**src/rtl/instruction_fetch_unit.sv**
```systemverilog
// IF stage: PC register, imem addressing, stall/redirect bubbles, RUN/HALT FSM.
// Optional single-step debug gating via `define DEBUG_STEP_EN.
module instruction_fetch_unit #(
  parameter int B = 32,
  parameter int W = 7,
  parameter logic [B-1:0] HALT_WORD = 32'hFFFF_FFFF
) (
  input  logic         clk,
  input  logic         reset,
  input  logic         stall,
  input  logic         branch_taken,
  input  logic [W-1:0] branch_target,
  input  logic         jump,
  input  logic [W-1:0] jump_target,
`ifdef DEBUG_STEP_EN
  input  logic         step,
`endif
  input  logic [B-1:0] imem_data,
  output logic [W-1:0] imem_addr,
  output logic [B-1:0] pc_incrementado_out,
  output logic [B-1:0] instruction_out,
  output logic         halted,
  output logic [31:0]  fetch_count
);

  typedef enum logic {RUN, HALT} state_t;

  state_t       state;
  logic [W-1:0] pc;
  logic [W-1:0] pc_inc;
  logic [W-1:0] pc_next;
  logic         hold;
  logic         bubble;
  logic         issue;
  logic         halt_hit;
  logic         frozen;
  logic         do_jump;
  logic         do_br;
  logic         do_adv;

`ifdef DEBUG_STEP_EN
  assign hold = stall | ~step;
`else
  assign hold = stall;
`endif

  assign pc_inc   = pc + W'(1);
  assign bubble   = hold | branch_taken | jump;
  assign issue    = (state == RUN) & ~bubble;
  assign halt_hit = issue & (imem_data == HALT_WORD);

  assign imem_addr           = pc;
  assign pc_incrementado_out = {{(B-W){1'b0}}, pc_inc};
  assign instruction_out     = issue ? imem_data : '0;

  // One-hot next-PC select, highest priority first
  assign frozen  = (state == HALT) | hold | halt_hit;
  assign do_jump = ~frozen & jump;
  assign do_br   = ~frozen & ~jump & branch_taken;
  assign do_adv  = ~frozen & ~jump & ~branch_taken;

  always_comb begin
    pc_next = pc;
    unique case (1'b1)
      frozen:  pc_next = pc;
      do_jump: pc_next = jump_target;
      do_br:   pc_next = branch_target;
      do_adv:  pc_next = pc_inc;
      default: pc_next = pc;
    endcase
  end

  always_ff @(posedge clk) begin
    if (reset) begin
      pc          <= '0;
      state       <= RUN;
      halted      <= 1'b0;
      fetch_count <= '0;
    end else begin
      pc          <= pc_next;
      fetch_count <= fetch_count + 32'(issue);
      if (halt_hit) begin
        state  <= HALT;
        halted <= 1'b1;
      end
    end
  end

endmodule

```
**config.mk**
```make
export PLATFORM = sky130hd
export DESIGN_NAME = instruction_fetch_unit
export DESIGN_NICKNAME = d
export VERILOG_FILES = /design/src/rtl/instruction_fetch_unit.sv
export SDC_FILE = /design/constraint.sdc
export NUM_CORES = 1
export LEC_CHECK = 0
export BUFFER_PORTS_ARGS = -buffer_cell sky130_fd_sc_hd__clkbuf_2
export CAP_MARGIN = 30
export CORE_ASPECT_RATIO = 0.6
export CORE_MARGIN = 4
export CORE_UTILIZATION = 44
export DETAILED_ROUTE_END_ITERATION = 6
export GPL_TIMING_DRIVEN = 0
export PLACE_DENSITY = 0.79
export SYNTH_ARGS = -nofsm -noshare
export SYNTH_HDL_FRONTEND = slang
export SYNTH_SLANG_ARGS = --single-unit
```
**constraint.sdc**
```tcl
create_clock -name clk -period 2.9 [get_ports clk]
set_input_delay 0.145 -clock clk [delete_from_list [all_inputs] [get_ports clk]]
set_output_delay 0.145 -clock clk [all_outputs]
set_load 0.05 [all_outputs]
```
# == Yosys cells after proc, flatten, opt, wreduce, memory -nomap -nowiden ==
# Cells that the tools add are included.
# classes
add_sub_neg,2
n_eq_ne,1
n_mux,2
bitwise_logic,15
reduce_logical,1
# ops
op,n
32-bit by 1-bit adder with 32-bit output,1
"32-bit equality test, second input constant",1
32-bit two-way mux,1
7-bit case mux with 3 select lines,1
"7-bit by 1-bit adder with 7-bit output, second input constant",1
1-bit AND,6
1-bit NOT,5
1-bit OR,4
3-bit nonzero test,1
# word_totals
register_bits,40
inputBits,51
output_inout_bits,104
word_cells,24

# == Longest topological paths before layout ==
# Gate-level depths: netlist (run 1).
# logic_depth
depth_word,10
ltp_mapped,12
ltp_nobuf,10

# == Worst setup path before layout (run 1) ==
# No wires, ideal clock.
# synth_path
kind,register to register
startpoint,"register, netlist name halted"
endpoint,register fetch_count[28]
setup_ns,0.128
arrival_time_ns,2.732
t_required_ns,2.772
slack_ns,0.041
path_stages_with_launch,13
path_buffers,2
period_less_slack_ns,2.859
path_cell_list,dfxtp_1 nor3_4 nand2b_2 inv_2 buf_2 buf_2 ha_1 ha_1 and4_2 nand3_1 nor4_2 xnor2_1 nor2_1
# synth_rtl
item,line_no,source
"end signal, assigned",81,fetch_count <= fetch_count + 32'(issue);
"end, declared",23,output logic [31:0] fetch_count

==> impl_metrics.py, run 1 <==
metrics = {
    "die": {
        "num_rows": 21,
        "dieArea_sq_um": 7390,
        "die_x_um": 108,
        "io_pins": 155,
        "die_y_um": 68.2,
        "start_util_pct": 46.6,
        "coreArea_sq_um": 5700,
    },
    "worst_hold_path": {
        "hp-start": "reset",
        "whs_endpoint": "imem_addr[1]",
        "hp-class": "primary input to flop",
        "hold_depth": 2,
    },
    "worst_setup_path": {
        "cp-start-kind": "flop",
        "crit_path_end_kind": "flop",
        "r2r_end": "fetch_count[26]",
        "reg2regPathDepth": 11,
        "r2r_slack_ns": 0.23,
        "critPathMaxFanout": 12,
        "cp.required_ns": 3.07,
        "rr_startpoint": "halted",
        "cp.arrival_ns": 2.84,
        "criticalPathCategory": "flop to flop",
    },
    "logic_synthesis": {
        "ys_ff_latch": 40,
        "synth_cells": 313,
        "synth.distinct_cells": 57,
        "synthFlopType": "dfxtp_1",
        "yosysSeqAreaShare_pct": 30.1,
        "synth_edf_count": 0,
        "syn_area_per_cell_sq_um": 8.49,
        "async_reset_ff_share_pct": 0,
        "syn-cell-area_sq_um": 2660,
        "yosys_warnings": 0,
    },
    "timing": {
        "maxSlewHeadroom_pct": 62.6,
        "rsz0062_at_grt": "false",
        "timing.final.crit_share_pct": 92.2,
        "slew_viol_final": 0,
        "setup_violations": 0,
        "worstMarginPinSlew_ns": 0.561,
        "period_needed_ns": 2.67,
        "finClkSkew_ns": 0.00758,
        "final_hold_viol_count": 0,
        "max_freq_ghz": 0.374,
    },
    "routing": {
        "ant_nets": 0,
        "drt-total-wl_um": 7450,
        "drc_errors": 0,
        "vias": 2687,
        "vias_per_cell": 4.85,
        "drt_iter0_drc": 122,
        "dr.pass1.iters": 4,
        "post_drt_wl_per_cell_um": 13.4,
    },
    "place": {
        "gp_congestion": 0.901,
        "placed_area_sq_um": 3490,
        "numPortBuffers": 129,
        "hpwl_um": 6180,
        "dp.cells": 546,
    },
    "clock_network": {
        "cts_root_buffer": "clkbuf_8",
        "path_clk_slew_ns": 0.07,
        "cts_tree": "done",
        "clock-sinks": 40,
        "h-tree-depth": 2,
        "clk_path_buf_depth": 2,
        "numCtsBuffers": 5,
        "clk_latency_ns": 0.29,
    },
    "run": {
        "drv_cap": 0,
    },
    "global_routing": {
        "first_global_vias": 2442,
        "grt_pass1_wl_um": 11900,
        "grt_max_degree": 12,
        "grt_usage_pct": 20.6,
        "antenna_found_initial": 0,
        "overflow": 0,
    },
    "power": {
        "p_leak_nw": 1.75,
        "power-per-cell-area_nw_per_um2": 356,
        "vdd_ir_drop_max_v": 0.000169,
    },
    "layout": {
        "num-nets-final": 527,
        "final_area_sq_um": 3630,
        "drive_gt1_share_pct": 41.1,
        "n_antenna_cell": 0,
        "stdcell_count": 554,
        "syn_to_final_growth_pct": 36.6,
    },
    "status": {
        "status": "finished, final reports clean",
    },
}
## placed cells by master, fill, tap and decap left out, types with 10 or more instances in the layout
cell / count
and2_1: 32
buf_4: 26
clkbuf_2: 129
conb_1: 25
dfxtp_1: 40
inv_1: 10
nand2_1: 20
nand3_1: 10
nand4_1: 10
nor2_1: 38
xnor2_1: 21
xor2_1: 11
## report_power, final
part	internal, W	switching, W	leakage (nW)	total, W
clock network	0.000194	0.000180	0.0455	0.000374
logic	0.0000994	0.000252	1.39	0.000351
registers	0.000557	0.0000105	0.324	0.000567
total	0.000850	0.000442	1.75	0.00129
## logic make-up (layout without fill, tap and decap cells)
group | after synthesis | after routing | synth area share, %
AND/OR/NAND/NOR | 158 | 158 | 37.6
XOR/XNOR | 32 | 32 | 10.5
AO/OA/AOI/OAI | 30 | 30 | 8.57
buffers and inverters | 47 | 184 | 10.8
other | 1 | 25 | 0.141
adder cells (fa/ha/maj) | 3 | 3 | 1.41
multiplexers | 2 | 2 | 0.753
flip-flops | 40 | 40 | 30.1
## stage by stage
stage / worst slack (ns) / hold slack (ns) / power (W) / util [%] / TNS (ns)
after floorplan: 0.0408 / 0.225 / 0.000843 / - / 0
after global placement: -0.250 / 0.397 / 0.000925 / 61.3 / -1.45
after detailed placement: -0.307 / 0.393 / 0.000928 / 61.3 / -1.99
after CTS: 0.0280 / 0.0804 / 0.00131 / 63.1 / 0
after global routing: 0.0325 / 0.0981 / 0.00136 / 63.7 / 0
final: 0.226 / 0.0930 / 0.00129 / 63.7 / 0
## cell type report
class	instances	area, sq um
clock buffer	8	90.1
tap	80	100
buffer	35	244
fill	501	2070
inverter	11	42.5
sequential	40	801
timing repair buffer	130	653
multi-input combinational	250	1700
## synthesized netlist by cell type (2+ instances only)
master | count | area share, %
or3_1 | 2 | 0.47
nand4_4 | 2 | 1.6
nand3_1 | 11 | 2.1
and3_1 | 2 | 0.47
nor2b_1 | 4 | 0.94
nor4_4 | 4 | 3.2
nor3_2 | 2 | 0.75
ha_1 | 3 | 1.4
nor4_2 | 4 | 1.9
inv_1 | 10 | 1.4
and4_1 | 2 | 0.66
buf_6 | 2 | 0.85
a31oi_1 | 2 | 0.47
mux2i_1 | 2 | 0.75
o21ai_0 | 6 | 1.1
nor2_1 | 38 | 5.4
xnor2_1 | 21 | 6.9
a21oi_1 | 8 | 1.5
xor2_1 | 11 | 3.6
dfxtp_1 | 40 | 30
buf_2 | 2 | 0.38
and4_4 | 2 | 0.85
a211oi_1 | 2 | 0.56
nor4_1 | 2 | 0.47
nand4_1 | 10 | 2.4
a2111oi_2 | 2 | 1.1
and2_1 | 32 | 7.5
nand2_1 | 20 | 2.8
clkbuf_1 | 6 | 0.85
buf_4 | 25 | 7.1
nor3_1 | 8 | 1.5
## timing repair
action | 4_1_cts | 5_1_grt
resized for setup | 1 | 7
setup endpoints to repair | 12 | 15
pin swaps | 1 | 0
hold buffers | 0 | 0
buffers inserted | 1 | 0
endpoints found under the hold margin | 0 | 0
## worst max-delay path, cell delays in order (launching register included)
cell and delay (ns):
dfxtp_1 0.38, nor3_4 0.24, nand2b_2 0.11, clkinv_2 0.16, clkbuf_4 0.23, ha_1 0.20
ha_1 0.22, and4_2 0.31, nand3_4 0.17, nor3_1 0.32, xnor2_1 0.17, nor2_1 0.05
## state kept, by name (all words and copies together) (netlist names)
signal,cells
halted,1
fetch_count,32
imem_addr,7
## layer usage
metal	track usage, %	routed length, um
met1	27.9	3380
met3	5.09	634
met4	6.14	51
met2	32.9	3380
met5	0	0
## worst max-delay path by stage
stage | startpoint | end | slack, ns | depth (start not counted)
2_1_floorplan | halted | fetch_count[28] | 0.04 | 12
3_3_place_gp | halted | fetch_count[28] | -0.25 | 12
3_5_place_dp | halted | fetch_count[28] | -0.31 | 12
4_1_cts | halted | fetch_count[28] | 0.03 | 12
5_1_grt | halted | fetch_count[26] | 0.03 | 11
6_report | halted | fetch_count[26] | 0.23 | 11
(Power assumes the default switching activity.)
==> run 2: changes to the inputs <==
- clock period: 2.9 -> 2.5 ns (I/O delays scaled with it)
==> run 2 against run 1 <==
Setup slack lost 0.075 ns. Largest power group unchanged. Via count decreased by 0.37%. Global-route usage is 0.34 points lower. Critical path type unchanged. Final cell count fell by 0.18%. Non-clock buffer count fell by 1. Sequential cell count is the same. Clock-buffer cell count is 3 lower. Total power is 23% higher. Clock power up 41%. Sequential power increased by 16%. Routed wire length hardly changed.
==> impl_metrics.py, run 2 (synthesis gave the netlist of run 1 again) <==
metrics = {
    "layout": {
        "drive_gt1_share_pct": 42.5,
        "multi_input_area_sq_um": 1710,
        "final_area_sq_um": 3660,
        "largest_register_ffs": 32,
        "regMostFlops": "fetch_count",
        "num-nets-final": 526,
        "final_common_cell": "clkbuf_2",
        "final_cell_mix": "129 x clkbuf_2, 39 x dfxtp_1, 38 x nor2_1",
        "nFillCells": 516,
        "syn_to_final_growth_pct": 37.9,
        "register_area_sq_um": 805,
        "n_antenna_cell": 0,
    },
    "routing": {
        "drt-total-wl_um": 7450,
        "drc_errors": 0,
        "dr.pass1.iters": 4,
        "vias": 2677,
        "ant_nets": 0,
        "post_drt_wl_per_cell_um": 13.5,
        "drt_iter0_drc": 91,
        "vias_per_cell": 4.84,
    },
    "place": {
        "numPortBuffers": 129,
        "hpwl_um": 6200,
        "gp_congestion": 0.855,
        "placed_area_sq_um": 3520,
    },
    "worst_hold_path": {
        "hp-start": "reset",
        "hold_depth": 2,
        "hp-class": "primary input to flop",
        "whs_endpoint": "imem_addr[1]",
    },
    "clock_network": {
        "path_clk_slew_ns": 0.08,
        "clk_path_buf_depth": 2,
        "h-tree-depth": 2,
        "clock-sinks": 40,
        "numCtsBuffers": 5,
        "cts_root_buffer": "clkbuf_8",
        "cts_tree": "done",
        "clk_latency_ns": 0.29,
        "hold_buffers": 0,
    },
    "die": {
        "die_y_um": 68.2,
        "coreArea_sq_um": 5700,
        "dieArea_sq_um": 7390,
        "num_rows": 21,
        "die_x_um": 108,
        "io_pins": 155,
        "start_util_pct": 46.6,
    },
    "timing": {
        "maxSlewHeadroom_pct": 61.8,
        "finClkSkew_ns": 0.00841,
        "final_hold_viol_count": 0,
        "worstMarginPinSlew_ns": 0.573,
        "rsz0062_at_grt": "true",
        "setup_violations": 0,
        "max_freq_ghz": 0.426,
        "period_needed_ns": 2.35,
        "slew_viol_final": 0,
        "timing.final.crit_share_pct": 94.0,
    },
    "worst_setup_path": {
        "critPathMaxFanout": 21,
        "rr_startpoint": "halted",
        "cp-start-kind": "flop",
        "r2r_end": "fetch_count[28]",
        "criticalPathCategory": "flop to flop",
        "crit_path_end_kind": "flop",
        "cp.required_ns": 2.67,
        "reg2regPathDepth": 10,
        "cp.arrival_ns": 2.52,
        "r2r_slack_ns": 0.15,
    },
    "power": {
        "comb_power_share_pct": 25.6,
        "p_int_w": 0.00106,
        "power-per-cell-area_nw_per_um2": 434,
        "p_sw_w": 0.000535,
        "p_leak_nw": 1.75,
        "power_w": 0.00159,
        "seq_power_share_pct": 41.3,
        "vdd_ir_drop_max_v": 0.000217,
        "switching_share_pct": 33.6,
        "share_clk_of_total_power_pct": 33.1,
    },
    "status": {
        "status": "finished, final reports clean",
    },
    "global_routing": {
        "first_global_vias": 2514,
        "overflow": 0,
        "grt_max_degree": 22,
        "antenna_found_initial": 0,
        "grt_usage_pct": 20.3,
        "grt_pass1_wl_um": 11800,
    },
    "run": {
        "drv_cap": 0,
    },
}
## run 2: cell count changes in the layout (fill, tap and decap cells not counted), sizes merged
cell / before / now
bufinv: 0 / 1
clkbuf: 144 / 140
clkinv: 1 / 2
inv: 10 / 11
## run 2: worst max path at each step
stage                     startpoint         endpoint  slack (ns)
final                         halted  fetch_count[28]        0.15
after global routing          halted  fetch_count[28]      -0.008
after CTS                     halted  fetch_count[28]        0.02
after detailed placement        jump  fetch_count[28]       -0.48
after global placement          jump  fetch_count[28]       -0.45
after floorplan               halted  fetch_count[28]       -0.05
## run 2: through the flow
step	TNS [ns]	utilization [%]	std cells	hold WS (ns)	setup slack [ns]
after floorplan	-0.127	-	337	0.205	-0.0476
after global placement	-7.50	61.7	546	0.358	-0.453
after detailed placement	-8.30	61.7	546	0.355	-0.481
after CTS	0	63.7	553	0.0391	0.0186
after global routing	-0.00794	64.3	553	0.0417	-0.00794
final	0	64.3	553	0.0439	0.151
## run 2: repair_timing
item	in CTS	in global routing
pin swaps	1	0
setup buffers	1	0
setup endpoints to repair	26	10
gates resized for setup	2	7
## run 2: cell type report
class,count,area share (%)
multi-input cells,250,46.8
flip-flops and latches,40,22.0
repair buffers,130,17.8
plain buffers,34,6.45
well taps,80,2.73
clock buffers,5,1.88
inverters,11,1.26
clock inverters,3,1.13
## run 2: metal layers
layer | GRT usage, % | wire length (um) | vias to the layer above | part of all wire [%]
li1 | - | - | 1346 | -
met1 | 26.6 | 3320 | 1220 | 45
met2 | 33.5 | 3380 | 104 | 45
met3 | 6.13 | 710 | 7 | 9.5
met4 | 4.25 | 44 | 0 | 0.59
met5 | 0 | 0 | - | 0
## run 2: critical path, stage by stage, from the launching register on
cell and delay (ns):
dfxtp_4 0.37, nor3_4 0.21, nand2b_2 0.13, clkinv_4 0.15, ha_1 0.21, ha_1 0.22, and4_2 0.31, nand3_4 0.16
nor4_4 0.27, xnor2_1 0.15, nor2_1 0.05
## run 2: power groups by stage
stage          Clock [W]  Sequential (W)  Combinational [W]
6_report        0.000527        0.000657           0.000407
5_1_grt         0.000569        0.000659           0.000430
4_1_cts         0.000535        0.000657           0.000405
3_5_place_dp           0        0.000672           0.000404
3_3_place_gp           0        0.000672           0.000401
2_1_floorplan          0        0.000702           0.000277
==> run 3: changes to the inputs <==
- CORE_UTILIZATION: 44 -> 40
- PLACE_DENSITY: 0.79 -> 0.75
- RECOVER_POWER: unset -> 25
- clock period: 2.5 -> 2.07 ns (I/O delays scaled with it)
==> run 3 against run 2 <==
The flow now finishes with violations (setup timing). Largest cell class unchanged. Largest power group unchanged. Hold slack worse by 0.013 ns. Critical path depth is 1 higher. Via count is 2.8% higher.
==> impl_metrics.py, run 3 (synthesis gave the netlist of run 1 again) <==
metrics = {
    "status": {
        "violations": "setup timing",
        "status": "complete, but fails checks",
    },
    "worst_hold_path": {
        "whs_endpoint": "imem_addr[1]",
        "hp-class": "primary input to flop",
        "hp-start": "reset",
        "hold_depth": 2,
    },
    "die": {
        "die_x_um": 113,
        "dieArea_sq_um": 8050,
        "num_rows": 22,
        "coreArea_sq_um": 6280,
        "start_util_pct": 42.3,
        "io_pins": 155,
        "die_y_um": 71.1,
    },
    "layout": {
        "n_antenna_cell": 0,
        "largest_register_ffs": 32,
        "num-nets-final": 536,
        "final_common_cell": "clkbuf_2",
        "regMostFlops": "fetch_count",
        "syn_to_final_growth_pct": 46.8,
        "drive_gt1_share_pct": 42.0,
        "final_cell_mix": "102 x clkbuf_2, 36 x nor2_1, 36 x buf_4",
        "final_util_pct": 62.2,
        "stdcell_count": 567,
    },
    "global_routing": {
        "first_global_vias": 2677,
        "overflow": 0,
        "antenna_found_initial": 0,
        "grt_usage_pct": 19.8,
        "grt_max_degree": 21,
        "grt_pass1_wl_um": 13000,
    },
    "timing": {
        "max_freq_ghz": 0.471,
        "fin_ws_ns": -0.0551,
        "slew_viol_final": 0,
        "maxSlewHeadroom_pct": 59.1,
        "setup_violations": 4,
        "period_needed_ns": 2.13,
        "timing.final.crit_share_pct": 103,
        "worstMarginPinSlew_ns": 0.616,
        "final_hold_viol_count": 0,
        "finClkSkew_ns": 0.00760,
        "rsz0062_at_grt": "true",
    },
    "routing": {
        "post_drt_wl_per_cell_um": 14.2,
        "vias_per_cell": 4.86,
        "drt_iter0_drc": 138,
        "drc_errors": 0,
        "vias": 2753,
        "ant_nets": 0,
        "drt-total-wl_um": 8050,
        "dr.pass1.iters": 4,
    },
    "clock_network": {
        "cts_tree": "done",
        "path_clk_slew_ns": 0.07,
        "clk_latency_ns": 0.29,
        "cts_root_buffer": "clkbuf_8",
        "h-tree-depth": 2,
        "hold_buffers": 0,
        "numCtsBuffers": 5,
        "clock-sinks": 40,
        "clk_path_buf_depth": 2,
    },
    "worst_setup_path": {
        "criticalPathCategory": "flop to flop",
        "crit_path_cell_trace": "nor3_4 > nand2b_4 > inv_8 > ha_4 > ha_4 > and4_4 > nand3_4 > buf_4 > nor3_2 > xnor2_1 > nor2_1",
        "reg2regPathDepth": 11,
        "critical_path.max_stage_delay_ns": 0.36,
        "r2r_end": "fetch_count[26]",
        "r2r_slack_ns": -0.06,
        "critPathSlowestCell": "dfxtp_4",
        "cp.required_ns": 2.23,
        "crit_buf_inv": 2,
        "cp.arrival_ns": 2.28,
        "crit_top_cell": "ha_4",
        "crit_path_end_kind": "flop",
        "critPathMaxFanout": 6,
        "rr_startpoint": "halted",
        "cp-start-kind": "flop",
        "cp_top_family": "simple AND/OR/NAND/NOR gates",
    },
    "power": {
        "power_w": 0.00187,
        "vdd_ir_drop_max_v": 0.000315,
        "p_leak_nw": 1.86,
        "power-per-cell-area_nw_per_um2": 479,
    },
    "place": {
        "gp_congestion": 0.902,
        "dp.cells": 550,
        "hpwl_um": 6330,
        "pre_cts_ws_ns": -0.536,
        "numPortBuffers": 129,
    },
    "run": {
        "drv_cap": 0,
    },
}
run 3: cell count changes in the layout (fill, tap and decap cells not counted), moves of 4 or more:
cell / delta
clkbuf_2: -27
clkbuf_1: +25
buf_4: +10
dfxtp_1: -6
dfxtp_2: +4
nor3_4: +4
run 3: how the worst max path moves through the flow:
stage,startpoint,endpoint,slack [ns],cells after the start
2_1_floorplan,halted,fetch_count[19],-0.31,11
3_3_place_gp,halted,fetch_count[27],-0.52,12
3_5_place_dp,halted,fetch_count[27],-0.54,12
4_1_cts,halted,fetch_count[27],-0.10,11
5_1_grt,halted,fetch_count[30],-0.14,10
6_report,halted,fetch_count[26],-0.06,11
run 3: cell type report:
type | count | area [sq um]
Fill cell | 575 | 2370
Buffer | 32 | 238
Sequential cell | 40 | 817
Clock buffer | 7 | 97.6
Clock inverter | 1 | 5.00
Multi-Input combinational cell | 250 | 1840
Inverter | 11 | 48.8
Tap cell | 84 | 105
Timing Repair Buffer | 142 | 746
run 3: worst register-to-register path: cells and delay by family, from the launching register on:
family                   cells  cell delay (ns)
adder cells (fa/ha/maj)      2             0.28
flip-flops                   1             0.36
XOR/XNOR                     1             0.14
buffers and inverters        2             0.29
AND/OR/NAND/NOR              6             0.93
run 3: stage by stage:
stage	hold slack (ns)	setup TNS (ns)	area, sq um
after detailed placement	0.332	-10.67	3630
final	0.0304	-0.122	3900
after floorplan	0.174	-4.85	2880
after global placement	0.323	-10.20	3630
after global routing	0.0326	-1.17	3900
after CTS	0.0245	-1.13	3860
run 3: per-layer routing:
metal | vias to the layer above | GRT usage, % | wire length (um)
met4 | 0 | 4.27 | 65
met3 | 7 | 4.53 | 599
met1 | 1281 | 27.3 | 3680
met2 | 95 | 31.6 | 3700
met5 | - | 0 | 0
li1 | 1370 | - | -
run 3: where the power goes:
| group | total (W) | switching [W] | internal (W) |
|---|---|---|---|
| registers | 0.000795 | 0.0000161 | 0.000779 |
| clock network | 0.000575 | 0.000265 | 0.000309 |
| logic | 0.000499 | 0.000356 | 0.000142 |
| total | 0.00187 | 0.000638 | 0.00123 |
run 3: what timing repair did:
item / in CTS / in global routing
gates resized for setup: 14 / 8
cloned: 1 / 0
setup buffers: 6 / 6
setup endpoints to repair: 47 / 34
pin swaps: 7 / 9
